`src/rtl/dec_pkg.sv`:
```
// Shared state encoding, default sizes and entry layout for the one-hot decoder
// with skid buffer.
package dec_pkg;

  localparam int DEC_AW   = 5;
  localparam int DEC_NOUT = 32;
  localparam int DEC_CW   = 16;

  typedef enum logic [1:0] {
    EMPTY = 2'd0,
    ONE   = 2'd1,
    FULL  = 2'd2
  } dec_state_t;

  // Entry layout at the default sizes; the top rebuilds it at its own widths.
  typedef struct packed {
    logic [DEC_NOUT-1:0] onehot;
    logic [DEC_AW-1:0]   addr;
    logic                range_err;
  } dec_entry_t;

endpackage

```
`src/rtl/dec_onehot_comb.sv`:
```
// Combinational AW-to-NOUT one-hot decoder with enable gate and range flag.
// DEC_ONEHOT_ZERO_MASK_EN forces bit 0 low ($zero is never written).
module dec_onehot_comb
  import dec_pkg::*;
#(
  parameter int AW   = DEC_AW,
  parameter int NOUT = DEC_NOUT
) (
  input  logic [AW-1:0]   addr,
  input  logic            en,
  output logic [NOUT-1:0] onehot,
  output logic            range_err
);

  // One extra bit so NOUT == 2^AW is representable; the compare then folds to 0.
  localparam logic [AW:0] NOUT_W = (AW+1)'(NOUT);

  always_comb begin
    onehot    = '0;
    range_err = ({1'b0, addr} >= NOUT_W);
    for (int i = 0; i < NOUT; i++) begin
      onehot[i] = en & ({1'b0, addr} == (AW+1)'(i));
    end
`ifdef DEC_ONEHOT_ZERO_MASK_EN
    onehot[0] = 1'b0;
`else
    onehot[0] = en & ({1'b0, addr} == '0);
`endif
  end

endmodule

```
`src/rtl/dec_onehot_skid.sv`:
```
// Registered address-to-one-hot decoder with valid/ready on both sides and a
// 2-entry skid buffer. DEC_ONEHOT_ZERO_MASK_EN masks bit 0 in the decoder.
module dec_onehot_skid
  import dec_pkg::*;
#(
  parameter int AW   = DEC_AW,
  parameter int NOUT = DEC_NOUT,
  parameter int CW   = DEC_CW
) (
  input  logic            clk,
  input  logic            rst_n,
  input  logic            in_valid,
  output logic            in_ready,
  input  logic [AW-1:0]   in_addr,
  input  logic            in_en,
  output logic            out_valid,
  input  logic            out_ready,
  output logic [NOUT-1:0] out_onehot,
  output logic [AW-1:0]   out_addr,
  output logic            out_range_err,
  output logic [CW-1:0]   xfer_count
);

  typedef struct packed {
    logic [NOUT-1:0] onehot;
    logic [AW-1:0]   addr;
    logic            range_err;
  } entry_t;

  dec_state_t      state_q, state_d;
  entry_t          main_q, main_d, skid_q, skid_d, new_entry;
  logic [NOUT-1:0] dec_onehot;
  logic            dec_err;
  logic            in_ready_q;
  logic            accept, xfer;
  logic [CW-1:0]   count_q;

  // Decode once at the input so both buffer entries hold finished vectors.
  dec_onehot_comb #(
    .AW   (AW),
    .NOUT (NOUT)
  ) u_dec (
    .addr      (in_addr),
    .en        (in_en),
    .onehot    (dec_onehot),
    .range_err (dec_err)
  );

  assign new_entry = {dec_onehot, in_addr, dec_err};

  always_comb begin
    state_d = state_q;
    main_d  = main_q;
    skid_d  = skid_q;
    accept  = in_valid & in_ready_q;
    xfer    = (state_q != EMPTY) & out_ready;
    case (state_q)
      EMPTY: begin
        if (accept) begin
          main_d  = new_entry;
          state_d = ONE;
        end
      end
      ONE: begin
        if (accept && xfer) begin
          main_d = new_entry;
        end else if (accept) begin
          skid_d  = new_entry;
          state_d = FULL;
        end else if (xfer) begin
          state_d = EMPTY;
        end
      end
      FULL: begin
        if (xfer) begin
          main_d  = skid_q;
          state_d = ONE;
        end
      end
      default: state_d = EMPTY;
    endcase
  end

  // in_ready is registered from the next state so out_ready never reaches it combinationally.
  always_ff @(posedge clk or negedge rst_n) begin
    if (!rst_n) begin
      state_q    <= EMPTY;
      main_q     <= '0;
      skid_q     <= '0;
      in_ready_q <= 1'b1;
      count_q    <= '0;
    end else begin
      state_q    <= state_d;
      main_q     <= main_d;
      skid_q     <= skid_d;
      in_ready_q <= (state_d != FULL);
      if (xfer) count_q <= count_q + CW'(1);
    end
  end

  assign in_ready      = in_ready_q;
  assign out_valid     = (state_q != EMPTY);
  assign out_onehot    = main_q.onehot;
  assign out_addr      = main_q.addr;
  assign out_range_err = main_q.range_err;
  assign xfer_count    = count_q;

endmodule
```
`config.mk`:
```
export PLATFORM = sky130hd
export DESIGN_NAME = dec_onehot_skid
export DESIGN_NICKNAME = d
export VERILOG_FILES = /design/src/rtl/dec_pkg.sv /design/src/rtl/dec_onehot_comb.sv /design/src/rtl/dec_onehot_skid.sv
export SDC_FILE = /design/constraint.sdc
export NUM_CORES = 1
export LEC_CHECK = 0
export BUFFER_PORTS_ARGS = -buffer_cell sky130_fd_sc_hd__buf_2
export CAP_MARGIN = 20
export CORE_ASPECT_RATIO = 0.75
export CORE_MARGIN = 4
export CORE_UTILIZATION = 40
export CTS_CLUSTER_SIZE = 40
export DETAILED_ROUTE_END_ITERATION = 6
export HOLD_SLACK_MARGIN = 0.02
export SLEW_MARGIN = 10
export SYNTH_ARGS = -nofsm -noshare
export SYNTH_HDL_FRONTEND = slang
export SYNTH_SLANG_ARGS = --single-unit
```
`constraint.sdc`:
```
create_clock -name clk -period 1.6 [get_ports clk]
set_input_delay 0.32 -clock clk [delete_from_list [all_inputs] [get_ports clk]]
set_output_delay 0.32 -clock clk [all_outputs]
set_load 0.01 [all_outputs]
```
==> flow_summary_export.csv, run 1 <==
group,metric,value,unit
final_layout,areaGrowthSynthToFinish,33.3,%
final_layout,seq_area,2330,µm²
yosys,ys_top_cells_by_count,"92 x dfrtp_1, 65 x nand2_1, 52 x nor2_1, 33 x a21oi_1, 32 x a22oi_1",
final_layout,drive_above_1_share,0.333,
final_layout,diodes,0,
critical_path,cp_slowest_cell,"dfstp_2",
global_route,antenna_found_initial,0,
global_route,grt_usage,0.180,
worst_hold_path,hp-class,"input pin to register",
timing,slew_violations,0,
critical_path,cpPeakStageDelay,0.54,ns
clock_network,htree_levels,3,
final_layout,final.fill_count,887,
pwr,p_total,8410,µW
floorplan,fp.dieArea,12000,µm²
yosys,ys_async_sr_fraction,1.00,
critical_path,required,1.86,ns
routing,routed_wire_length_per_instance,17.0,µm
routing,vias_per_cell,5.33,
final_layout,fin_nets,517,
critical_path,critPathLaunchType,"register",
run,maxCapViolCount,0,
floorplan,die_h,95.9,µm
timing,fmax,611,MHz
yosys,synthCells,407,
yosys,yosysTopAreaCell,"dfrtp_1",
place,routabilityCongestion,0.812,
place,io_buffers,64,
critical_path,arrival,1.89,ns
status,violations,"negative setup slack",
status,outcome,"complete, but fails checks",
clock_network,cts_made_buffers,9,
timing,rsz0062_at_grt,"yes",
yosys,avgSynthCellArea,10.1,µm²
critical_path,path_class,"register to register",
place,dpl.hpwl,6970,µm
routing,ant_nets,0,
critical_path,end_kind,"register",
floorplan,die_w,125,µm
timing,fin_tns_setup,-0.311,ns
yosys,ys.flop_type,"dfrtp_1",
clock_network,cts_root_buf,"clkbuf_16",
timing,hold_violations,0,
pwr,p_leak,0.00255,µW
yosys,synth.distinct_cells,37,
global_route,grt_start_max_net_pins,47,
yosys,yosysMostFrequentCell,"dfrtp_1",
final_layout,multiInputGateArea,1770,µm²
routing,vias,3424,
routing,drt_wl_total,10900,µm
timing,finalSetupViolations,15,
yosys,synth_area_leaders,"dfrtp_1 56%, nand2_1 5.9%, a22oi_1 5.8%, nor2_1 4.7%, a21oi_1 4.0%",
floorplan,fp.coreArea,9850,µm²
timing,clock_skew,0.00823,ns
floorplan,initial_utilization,0.418,
pwr,power_density,1530,nW/µm²
clock_network,clock_latency,0.34,ns
clock_network,clkTransAtPathRegs,0.07,ns
timing,fin_crit_sh,1.02,
yosys,synth_edf_count,0,
clock_network,cts_sinks,93,
timing,setup_slack,-0.0368,ns
yosys,synth_warnings,0,
global_route,grt_overflow,0,
yosys,netlist_area,4120,µm²
global_route,first_global_vias,3378,
yosys,synth_top_area_frac,0.559,
pwr,vdd_drop_max,0.733,mV
clock_network,ctsLongestPathBuffers,2,
floorplan,floorplan.rows,31,
critical_path,crit_chain,"nand2_2 > or3b_4 > bufbuf_16 > o31ai_2",
yosys,synth_seq_cells,93,
routing,drc,0,
routing,drt_iter0_drc,273,
yosys,seq_area_frac_synth,0.565,
floorplan,ios,66,
critical_path,crit_fanout,12,
yosys,syn_nets,418,
global_route,grt_pass1_wl,17100,µm
timing,finalWorstPathRequiredPeriod,1.64,ns
routing,dr.pass1.iters,4,
clock_network,cts_tree,"built",
-- metrics by stage --
| stage | util | instance area (µm²) | hold WS, ns | worst slack, ns | std cells |
|---|---|---|---|---|---|
| finish | 0.558 | 5500 | 0.274 | -0.0368 | 643 |
| global route | 0.558 | 5500 | 0.293 | -0.0772 | 643 |
| CTS | 0.541 | 5330 | 0.268 | -0.0263 | 637 |
| detailed placement | 0.496 | 4880 | 0.232 | -0.163 | 617 |
| global placement | 0.496 | 4880 | 0.233 | -0.135 | 617 |
| floorplan | - | 4120 | 0.0244 | -0.0628 | 407 |
-- critical path: cells and delay by family, from the launching register on --
kind / cells / cell delay [ns]
AND/OR/NAND/NOR: 2 / 0.47
buffers and inverters: 1 / 0.31
flip-flops: 1 / 0.54
AO/OA/AOI/OAI: 1 / 0.23
-- layout make-up --
cell class                 count  share of cell area
clock buffer                  10              0.0435
clock inverter                 6              0.0114
inverter                       1            0.000683
multi-input combinational    286               0.322
sequential                    93               0.424
tap                          132              0.0301
timing repair buffer         115               0.169
-- cells in the final DEF, fill, tap and decap left out, drive strengths merged, types with 4 or more instances in the layout --
cell    Yosys  routed
dfrtp      92      92
xnor2      10      10
mux2        5       5
nand2      65      65
nand3       8       8
a21oi      33      33
o31ai      16      16
nor3        7       7
buf        18     110
a31oi       5       5
xor2        5       5
o41ai       6       6
nor2       52      52
a22oi      32      32
nand4       4       4
clkinv      0       5
o21ai      12      12
clkbuf      9      12
nand2b      6       6
-- state kept, by name, summed over array words and instances (netlist names) --
| name | flops |
|---|---|
| out_addr | 5 |
| out_onehot | 32 |
| state_q | 2 |
| in_ready | 1 |
| skid_q | 37 |
| xfer_count | 16 |
-- logic make-up (layout without fill, tap and decap cells) --
group,after synthesis,after routing,share of synthesized area
compound gates,107,107,0.179
xor+xnor,15,15,0.0319
mux,6,6,0.0206
other cells,1,1,0.000910
buf+inv,28,132,0.0352
simple gates,156,156,0.165
fa+ha+maj,1,1,0.00304
flops,93,93,0.565
-- layer usage --
| metal | global-route usage | vias to the layer above | part of all wire |
|---|---|---|---|
| li1 | - | 1636 | - |
| met1 | 0.259 | 1686 | 0.48 |
| met2 | 0.269 | 86 | 0.46 |
| met3 | 0.0427 | 16 | 0.053 |
| met4 | 0.0596 | 0 | 0.012 |
| met5 | 0 | - | 0 |
-- report_power, final --
| group | leakage (µW) | internal, µW | switching [µW] |
|---|---|---|---|
| Combinational | 0.00119 | 1340 | 1510 |
| Sequential | 0.00120 | 3010 | 405 |
| Clock | 0.000152 | 1250 | 892 |
-- path summary, 6_finish.rpt --
check	startpoint	endpoint	slack (ns)	depth (start not counted)
max in group asynchronous	rst_n	in_ready$_DFF_PN1_	0.64	3
worst max-delay path	in_ready$_DFF_PN1_	skid_q[17]$_DFFE_PN0P_	-0.04	4
worst max register to register	in_ready$_DFF_PN1_	skid_q[17]$_DFFE_PN0P_	-0.04	4
worst min register to register	skid_q[22]$_DFFE_PN0P_	skid_q[22]$_DFFE_PN0P_	0.48	2
worst min-delay path	in_addr[4]	skid_q[5]$_DFFE_PN0P_	0.27	2
min in group asynchronous	rst_n	skid_q[8]$_DFFE_PN0P_	0.41	2
-- repair_timing --
action / in CTS / in global routing
gates resized for setup: 14 / 30
pin swaps: 0 / 4
gates cloned: 2 / 4
buffers inserted: 1 / 2
endpoints found under the setup margin: 39 / 75
hold buffers: 1 / 0
hold endpoints to repair: 18 / 0
No activity file was read; power rests on OpenSTA's default activity.
==> run 2, diff against run 1 <==
CORE_MARGIN = 2   (was 4)
REMOVE_ABC_BUFFERS = 1   (was default)
TNS_END_PERCENT = 30   (was default)
==> run 2 against run 1 <==
- global-route usage up 1.2 points
- the flow finishes with violations (negative hold slack, negative setup slack)
- flip-flop and latch count unchanged
- sequential power about the same
- clock power up 23%
- register-to-register slack worse by 0.03 ns
- critical path depth up 1
- non-clock buffer count up 4
- die area down 7.2%
- final area up 4.9%
- clock-buffer cell count down 1
- largest cell class unchanged
- total power up 9.4%
- critical endpoint is now skid_q[29]$_DFFE_PN0P_
- hold slack worse by 0.30 ns
==> flow_summary_export.csv, run 2 (same netlist as run 1, synthesis figures left out) <==
group,metric,value,unit
timing,rsz0062_at_grt,"yes",
global_route,grt_overflow,0,
final_layout,top_register,"skid_q",
worst_hold_path,hp-class,"input pin to asynchronous set/reset pin",
clock_network,ctsLongestPathBuffers,2,
place,routabilityCongestion,0.839,
clock_network,cts_made_buffers,9,
final_layout,areaGrowthSynthToFinish,39.9,%
routing,drc,0,
clock_network,cts_tree,"built",
place,dpl-instance-area,4860,µm²
floorplan,fp.coreArea,10200,µm²
floorplan,ios,66,
timing,slew_headroom,0.636,
final_layout,final_cell_mix,"92 x dfrtp_1, 62 x buf_2, 55 x nand2_1",
final_layout,drive_above_1_share,0.394,
routing,ant_nets,0,
status,outcome,"complete, but fails checks",
clock_network,clkTransAtPathRegs,0.07,ns
floorplan,floorplan.rows,32,
place,dpl.hpwl,6480,µm
global_route,antenna_found_initial,0,
pwr,p_leak,0.00264,µW
critical_path,crit_fanout,7,
floorplan,initial_utilization,0.405,
critical_path,critPathLaunchType,"register",
critical_path,path_class,"register to register",
status,violations,"negative hold slack, negative setup slack",
final_layout,stdcell_area,5770,µm²
final_layout,layout_commonest_cell,"dfrtp_1",
final_layout,diodes,0,
critical_path,required,1.85,ns
critical_path,arrival,1.92,ns
critical_path,crit_family,"flip-flops",
timing,clock_skew,0.00584,ns
routing,vias_per_cell,5.36,
critical_path,end_kind,"register",
run,maxCapViolCount,0,
final_layout,largest_reg_flops,37,
clock_network,htree_levels,3,
timing,fmax,600,MHz
global_route,grt_start_max_net_pins,94,
routing,met1Wirelength,5430,µm
critical_path,cpPeakStageDelay,0.54,ns
routing,drt_iter0_drc,200,
routing,drt_wl_total,11100,µm
timing,timing.hold.ws,-0.0262,ns
timing,hold_violations,10,
final_layout,fin_nets,521,
global_route,grt_usage,0.192,
timing,setup_slack,-0.0661,ns
floorplan,die_w,121,µm
place,io_buffers,64,
global_route,grt_pass1_wl,16600,µm
timing,finalWorstPathRequiredPeriod,1.67,ns
final_layout,final.fill_count,885,
routing,routed_wire_length_per_instance,17.1,µm
pwr,vdd_drop_max,0.738,mV
timing,fin_crit_sh,1.04,
critical_path,crit_chain,"nand2_2 > or3b_4 > buf_12 > clkbuf_16 > o31ai_4",
critical_path,cp_slowest_cell,"dfstp_2",
place,dp.cells,620,
floorplan,die_h,91.9,µm
routing,wl_met3,538,µm
routing,vias,3487,
routing,dr.pass1.iters,4,
timing,tightestPinTransition,0.545,ns
floorplan,fp.dieArea,11100,µm²
routing,top_layer,"met4",
final_layout,fin_cells,651,
timing,slew_violations,0,
clock_network,postCtsHoldBufs,0,
clock_network,cts_sinks,93,
clock_network,cts_root_buf,"clkbuf_16",
critical_path,crit_buf_inv,2,
pwr,power_density,1600,nW/µm²
global_route,first_global_vias,3275,
clock_network,clock_latency,0.35,ns
timing,finalSetupViolations,30,
routing,met2_length,4950,µm
run 2: cell count changes in the layout (fill, tap and decap cells not counted), sizes merged:
| cell | before | now |
|---|---|---|
| inv | 1 | 3 |
| dlygate4sd3 | 1 | 0 |
| clkinvlp | 0 | 1 |
| bufbuf | 2 | 0 |
| bufinv | 1 | 4 |
| clkbuf | 12 | 15 |
| clkinv | 5 | 0 |
| buf | 110 | 113 |
run 2: worst paths after layout:
path                       slack, ns                          to  cells past startpoint                       start
max                            -0.07      skid_q[29]$_DFFE_PN0P_                      5          in_ready$_DFF_PN1_
min                            -0.03   xfer_count[5]$_DFFE_PN0P_                      2                       rst_n
max reg2reg                    -0.07      skid_q[29]$_DFFE_PN0P_                      5          in_ready$_DFF_PN1_
min reg2reg                     0.47  xfer_count[15]$_DFFE_PN0P_                      1  xfer_count[15]$_DFFE_PN0P_
max in group asynchronous       1.17          in_ready$_DFF_PN1_                      2                       rst_n
min in group clk                0.33          in_ready$_DFF_PN1_                      3                   out_ready
run 2: per-layer routing:
layer  vias up  GRT usage
li1       1646          -
met1      1736      0.280
met2        89      0.282
met3        16     0.0510
met4         0     0.0546
met5         -          0
run 2: final cells by class:
cell class	count	area [µm²]	area share
Inverter	1	3.75	0.000651
Sequential cell	93	2330	0.404
Multi-Input combinational cell	286	1890	0.328
Tap cell	136	170	0.0295
Clock inverter	7	145	0.0252
Clock buffer	9	225	0.0391
Timing Repair Buffer	119	1000	0.174
run 2: power breakdown:
group | switching (µW) | internal [µW] | total (µW) | leakage [µW]
sequential | 421 | 3010 | 3430 | 0.00120
combinational | 1640 | 1500 | 3140 | 0.00127
clock | 936 | 1700 | 2630 | 0.000177
run 2: what timing repair did:
action / 4_1_cts / 5_1_grt
pin swaps: 0 / 5
setup endpoints to repair: 32 / 75
gates cloned: 2 / 7
resized for setup: 7 / 69
buffers inserted: 2 / 4
run 2: per-stage QoR:
stage | total power [µW] | utilization | setup WS (ns) | setup TNS, ns | hold slack, ns
global route | 9730 | 0.567 | -0.115 | -3.51 | 0.0557
detailed placement | 5890 | 0.478 | -0.183 | -4.37 | 0.413
global placement | 5820 | 0.478 | -0.163 | -3.11 | 0.409
finish | 9200 | 0.567 | -0.0661 | -0.587 | -0.0262
CTS | 8680 | 0.526 | -0.0298 | -0.259 | 0.0377
floorplan | 4790 | - | -3.58 | -156.74 | 0.0244
